**config.mk**
```make
export PLATFORM = sky130hd
export DESIGN_NAME = rampa_secuenciador
export DESIGN_NICKNAME = d
export VERILOG_FILES = /design/src/rtl/rampa_secuenciador.sv
export SDC_FILE = /design/constraint.sdc
export NUM_CORES = 1
export LEC_CHECK = 0
export CORE_MARGIN = 5
export CORE_UTILIZATION = 35
export CTS_CLUSTER_DIAMETER = 40
export CTS_CLUSTER_SIZE = 24
export DETAILED_ROUTE_END_ITERATION = 10
export MAX_ROUTING_LAYER = met4
export PLACE_DENSITY = 0.65
export SYNTH_ARGS = -nofsm -noshare
export SYNTH_HDL_FRONTEND = slang
export SYNTH_SLANG_ARGS = --single-unit
```
**constraint.sdc**
```tcl
create_clock -name clk -period 6.55 [get_ports clk]
set_clock_uncertainty 0.2 [all_clocks]
set_input_delay 0.9825 -clock clk [delete_from_list [all_inputs] [get_ports clk]]
set_output_delay 0.9825 -clock clk [all_outputs]
set_load 0.05 [all_outputs]
```
**src/rtl/rampa_secuenciador.sv**
```systemverilog
// rtl/rampa_secuenciador.sv - motor soft-start ramp sequencer (30% -> 50% -> 100%)
module rampa_secuenciador #(
    parameter int TICK_DIV   = 1000,
    parameter int DWELL_FAST = 2,
    parameter int DWELL_SLOW = 5
) (
    input  logic       clk,
    input  logic       rst_n,
    input  logic       ena,
    input  logic       start,
    input  logic       stop,
    input  logic       rapido,
    input  logic       lento,
    input  logic       fault,
    output logic       out_30,
    output logic       out_50,
    output logic       out_100,
    output logic       busy,
    output logic       done,
    output logic       fault_flg,
    output logic [2:0] state
);
    localparam int TW = (TICK_DIV > 2) ? $clog2(TICK_DIV) : 1;
    localparam logic [TW-1:0] TICK_MAX = TW'(TICK_DIV - 1);

    typedef enum logic [2:0] {
        IDLE   = 3'd0,
        UP30   = 3'd1,
        UP50   = 3'd2,
        RUN100 = 3'd3,
        DN50   = 3'd4,
        DN30   = 3'd5
    } state_t;

    state_t        state_q, state_d;
    logic [TW-1:0] tick_cnt;
    logic [7:0]    dwell_cnt;
    logic [7:0]    dwell;
    logic          start_q, mode, restart;
    logic          start_rise, ramp, tick, step_done;

    assign start_rise = start & ~start_q;
    assign dwell      = mode ? 8'(DWELL_FAST) : 8'(DWELL_SLOW);
    assign ramp       = (state_q == UP30) || (state_q == UP50) ||
                        (state_q == DN50) || (state_q == DN30);
    assign tick       = ramp && (tick_cnt == TICK_MAX);
    assign step_done  = tick && (dwell_cnt == dwell - 8'd1);
    assign state      = state_q;

    // restart flags a stop that keeps a ramp-down state, which still restarts its dwell
    always_comb begin
        state_d = state_q;
        restart = 1'b0;
        if (ena) begin
            if (fault) begin
                state_d = IDLE;
            end else begin
                case (state_q)
                    IDLE:   if (start_rise && !fault_flg) state_d = UP30;
                    UP30:   if (stop) state_d = DN30;
                            else if (step_done) state_d = UP50;
                    UP50:   if (stop) state_d = DN50;
                            else if (step_done) state_d = RUN100;
                    RUN100: if (stop) state_d = DN50;
                    DN50:   if (stop) restart = 1'b1;
                            else if (start_rise) state_d = UP50;
                            else if (step_done) state_d = DN30;
                    DN30:   if (stop) restart = 1'b1;
                            else if (start_rise) state_d = UP30;
                            else if (step_done) state_d = IDLE;
                    default: state_d = IDLE;
                endcase
            end
        end
    end

    always_ff @(posedge clk or negedge rst_n) begin
        if (!rst_n) begin
            state_q   <= IDLE;
            tick_cnt  <= '0;
            dwell_cnt <= '0;
            start_q   <= 1'b0;
            mode      <= 1'b0;
            fault_flg <= 1'b0;
            out_30    <= 1'b0;
            out_50    <= 1'b0;
            out_100   <= 1'b0;
            busy      <= 1'b0;
            done      <= 1'b0;
        end else begin
            start_q <= start;
            done    <= ena && (state_d == RUN100) && (state_q != RUN100);
            out_30  <= (state_d == UP30) || (state_d == DN30);
            out_50  <= (state_d == UP50) || (state_d == DN50);
            out_100 <= (state_d == RUN100);
            busy    <= (state_d != IDLE);
            if (ena) begin
                state_q <= state_d;
                if (state_q == IDLE && state_d == UP30)
                    mode <= rapido & ~lento;
                if (state_d != state_q || restart) begin
                    tick_cnt  <= '0;
                    dwell_cnt <= '0;
                end else if (ramp) begin
                    tick_cnt <= tick ? '0 : tick_cnt + 1'b1;
                    if (tick)
                        dwell_cnt <= dwell_cnt + 8'd1;
                end
                if (fault)
                    fault_flg <= 1'b1;
                else if (state_q == IDLE && !start)
                    fault_flg <= 1'b0;
            end
        end
    end
endmodule

```
==> results.txt <==
Status = complete, no violations
Logic gate share of total power = 0.270
Largest net degree at the start of global routing = 30
Root buffer cell = clkbuf_8
Final count of pins violating max slew = 0
Flop pwr share = 0.450
TNS Setup = 0 ns
Synth top area cells = dfrtp_1 41%, nor2_1 5.3%, xor2_1 3.5%
CTS Buf Count = 5
GR Util All Layers = 0.135
Final Cycle Share = 0.542
Post-synth EDFFs = 0
Top post-synthesis cells by count = 29 x dfrtp_1, 25 x nor2_1, 13 x nand2_1
Number of buffers added on ports = 16
Grt total ovfl = 0
Die area = 6550 µm²
Worst path required time = 6.52 ns
P_sw = 194 µW
Int Pwr = 337 µW
Hold-fix buffers, CTS = 0
Area added between synthesis and finish = 15.2%
Worst EP arrival = 3.53 ns
DR vias = 1463
Synth Flop Type = dfrtp_1
CP startpoint = ena
Die W = 80.9 µm
Critical path depth = 7
Worst Reg-to-Reg Cells = 6
Core Region = 4820 µm²
Power Dens Cells = 262 nW/µm²
Post-CTS Repair Setup Buffers = 0
Total wire length = 3800 µm
Initial Utilization = 0.366
ANT cells = 0
Max FO, Critical Path = 17
Reg2reg setup slack = 3.92 ns
Max incr delay on CP = 0.82 ns
RSZ-0062 raised after global routing = no
Worst-path clk slew = 0.07 ns
Share of cells above drive strength 1 = 0.114
GPL Wtd Cong = 0.854
CTS tree = built
Worst-Skew Late Latency = 0.29 ns
Initial antenna violation count = 0
Asr flop ratio synth = 1.00
First-pass GRT wire length = 6540 µm
Final-report hold violation count = 0
Register bit total from synthesis = 29
Resize count post-CTS = 0
Final #Nets = 211
Mapped cell area = 1760 µm²
Lkg Pwr = 0.794 nW
Syn Inst Count = 186
Vias in the first global route = 1392
Cell Rows = 25
Worst-path cell chain = clkdlybuf4s50_1, nor3b_2, and3_1, a31o_1, a211o_1, nor4_4, a211o_1
Hold path cells = 1
Sw Share = 0.366
DR WL/cell = 14.1 µm
Dpl cell area = 1940 µm²
Synth Warn # = 0
First DRT Iteration DRCs = 65
Setup crit end kind = register
Die height = 80.9 µm
Hold_sp = tick_cnt[0]
Power share of the clock group = 0.280
Reg-to-Reg End = tick_cnt[4]
Antenna-violating nets left = 0
HPWL after DPL = 2680 µm
Final setup violation count = 0
Unique masters post-synth = 55
Post-synth net total = 196
# DRC = 0
Least-Margin Pin Slew = 0.560 ns
Sequential share of the synthesized area = 0.412
Maximum VDD drop = 0.102 mV
Clock sinks = 29
Avg Cell Area, Syn = 9.47 µm²
Yosys top cell area share = 0.412
IO Pins = 17
Post-synth top area cell = dfrtp_1
Worst rel slew slack = 0.626
Critical Path Slowest Stage Cell = clkdlybuf4s50_1
WS Path Type = input pin to register
CTS H-tree lvls = 2
CTS max path bufs = 2
CP Buf/Inv Count = 1
Top-count cell post-synth = dfrtp_1
Fmax = 281 MHz
Min Tclk post-route = 3.55 ns
Worst Setup EP = tick_cnt[4]
Reg2reg start = dwell_cnt[1]
Hold Crit Class = register to register
Cell mode on critical path = a211o_1
Via-to-Cell Ratio = 5.44
Worst path top cell family by delay = compound AO/OA/AOI/OAI gates
Critical path launch point type = input pin
Fin area = 2030 µm²
Drt first pass iters = 4
# Max-Cap Violations = 0
## worst min path at each step
stage	slack (ns)	to
after detailed placement	0.32	tick_cnt[0]
after global placement	0.32	tick_cnt[0]
final	0.32	tick_cnt[0]
after floorplan	0.28	tick_cnt[0]
after global routing	0.36	tick_cnt[0]
after CTS	0.33	tick_cnt[0]
## metal layers
metal  vias up  GRT usage  share of wire
met5         -          -              0
met4         0     0.0676          0.019
met3         7     0.0344          0.069
met2        52      0.185           0.43
met1       688      0.184           0.48
li1        716          -              -
## cell type report
| type | instances | area (µm²) |
|---|---|---|
| fill | 492 | 2790 |
| clock buffer | 5 | 68.8 |
| clock inverter | 3 | 17.5 |
| tap | 67 | 83.8 |
| multi-input combinational | 142 | 943 |
| sequential | 29 | 726 |
| timing repair buffer | 17 | 168 |
| inverter | 6 | 22.5 |
## state kept, by name, summed over array words and instances, names as in the netlist
name       cells
out_30         1
start_q        1
fault_flg      1
tick_cnt      10
out_100        1
state          3
out_50         1
busy           1
mode           1
done           1
dwell_cnt      8
## cell usage in the layout, fill, tap and decap left out, types with 2 or more instances in the layout
cell type | netlist | routed
ha_1 | 2 | 2
a31oi_1 | 2 | 2
and3b_1 | 2 | 2
xnor2_1 | 5 | 5
o211ai_1 | 3 | 3
nor3b_1 | 2 | 2
a211o_1 | 2 | 2
clkinv_2 | 0 | 2
nand3_1 | 6 | 6
nor4b_2 | 2 | 2
nor2_1 | 25 | 25
inv_1 | 6 | 6
a211oi_1 | 2 | 2
clkbuf_8 | 0 | 5
o21ai_0 | 5 | 5
and3_1 | 5 | 5
nand2b_1 | 2 | 2
nor3_1 | 4 | 4
a2111oi_0 | 2 | 2
nand3b_1 | 2 | 2
nand2_1 | 13 | 13
clkdlybuf4s50_1 | 0 | 16
a22o_1 | 2 | 2
or3_1 | 2 | 2
nand4_1 | 8 | 8
o22ai_1 | 2 | 2
a21oi_1 | 5 | 5
dfrtp_1 | 29 | 29
o2111ai_1 | 2 | 2
nor4_1 | 5 | 5
xor2_1 | 7 | 7
## cells by family (layout without fill, tap and decap cells)
| logic type | count (synthesis) | after routing | share of synthesized area |
|---|---|---|---|
| flip-flops | 29 | 29 | 0.412 |
| multiplexers | 1 | 1 | 0.00639 |
| AO/OA/AOI/OAI | 36 | 36 | 0.151 |
| AND/OR/NAND/NOR | 91 | 91 | 0.305 |
| buffers and inverters | 15 | 31 | 0.0526 |
| XOR/XNOR | 12 | 12 | 0.0597 |
| adder cells (fa/ha/maj) | 2 | 2 | 0.0142 |
## through the flow
step | hold WS (ns) | utilization | worst slack (ns) | total power, mW | std cells
after floorplan | 0.283 | - | 3.76 | 0.345 | 186
after global placement | 0.316 | 0.403 | 2.81 | 0.383 | 261
after detailed placement | 0.317 | 0.403 | 2.70 | 0.385 | 261
after CTS | 0.326 | 0.421 | 2.99 | 0.534 | 269
after global routing | 0.357 | 0.421 | 2.75 | 0.558 | 269
final | 0.324 | 0.421 | 3.00 | 0.531 | 269
## power groups by stage
stage	sequential, mW	combinational [mW]	clock [mW]
5_1_grt	0.244	0.157	0.156
3_3_place_gp	0.241	0.142	0
4_1_cts	0.239	0.143	0.152
2_1_floorplan	0.250	0.0952	0
6_report	0.239	0.143	0.149
3_5_place_dp	0.242	0.143	0
No activity file was read; power rests on OpenSTA's default activity.
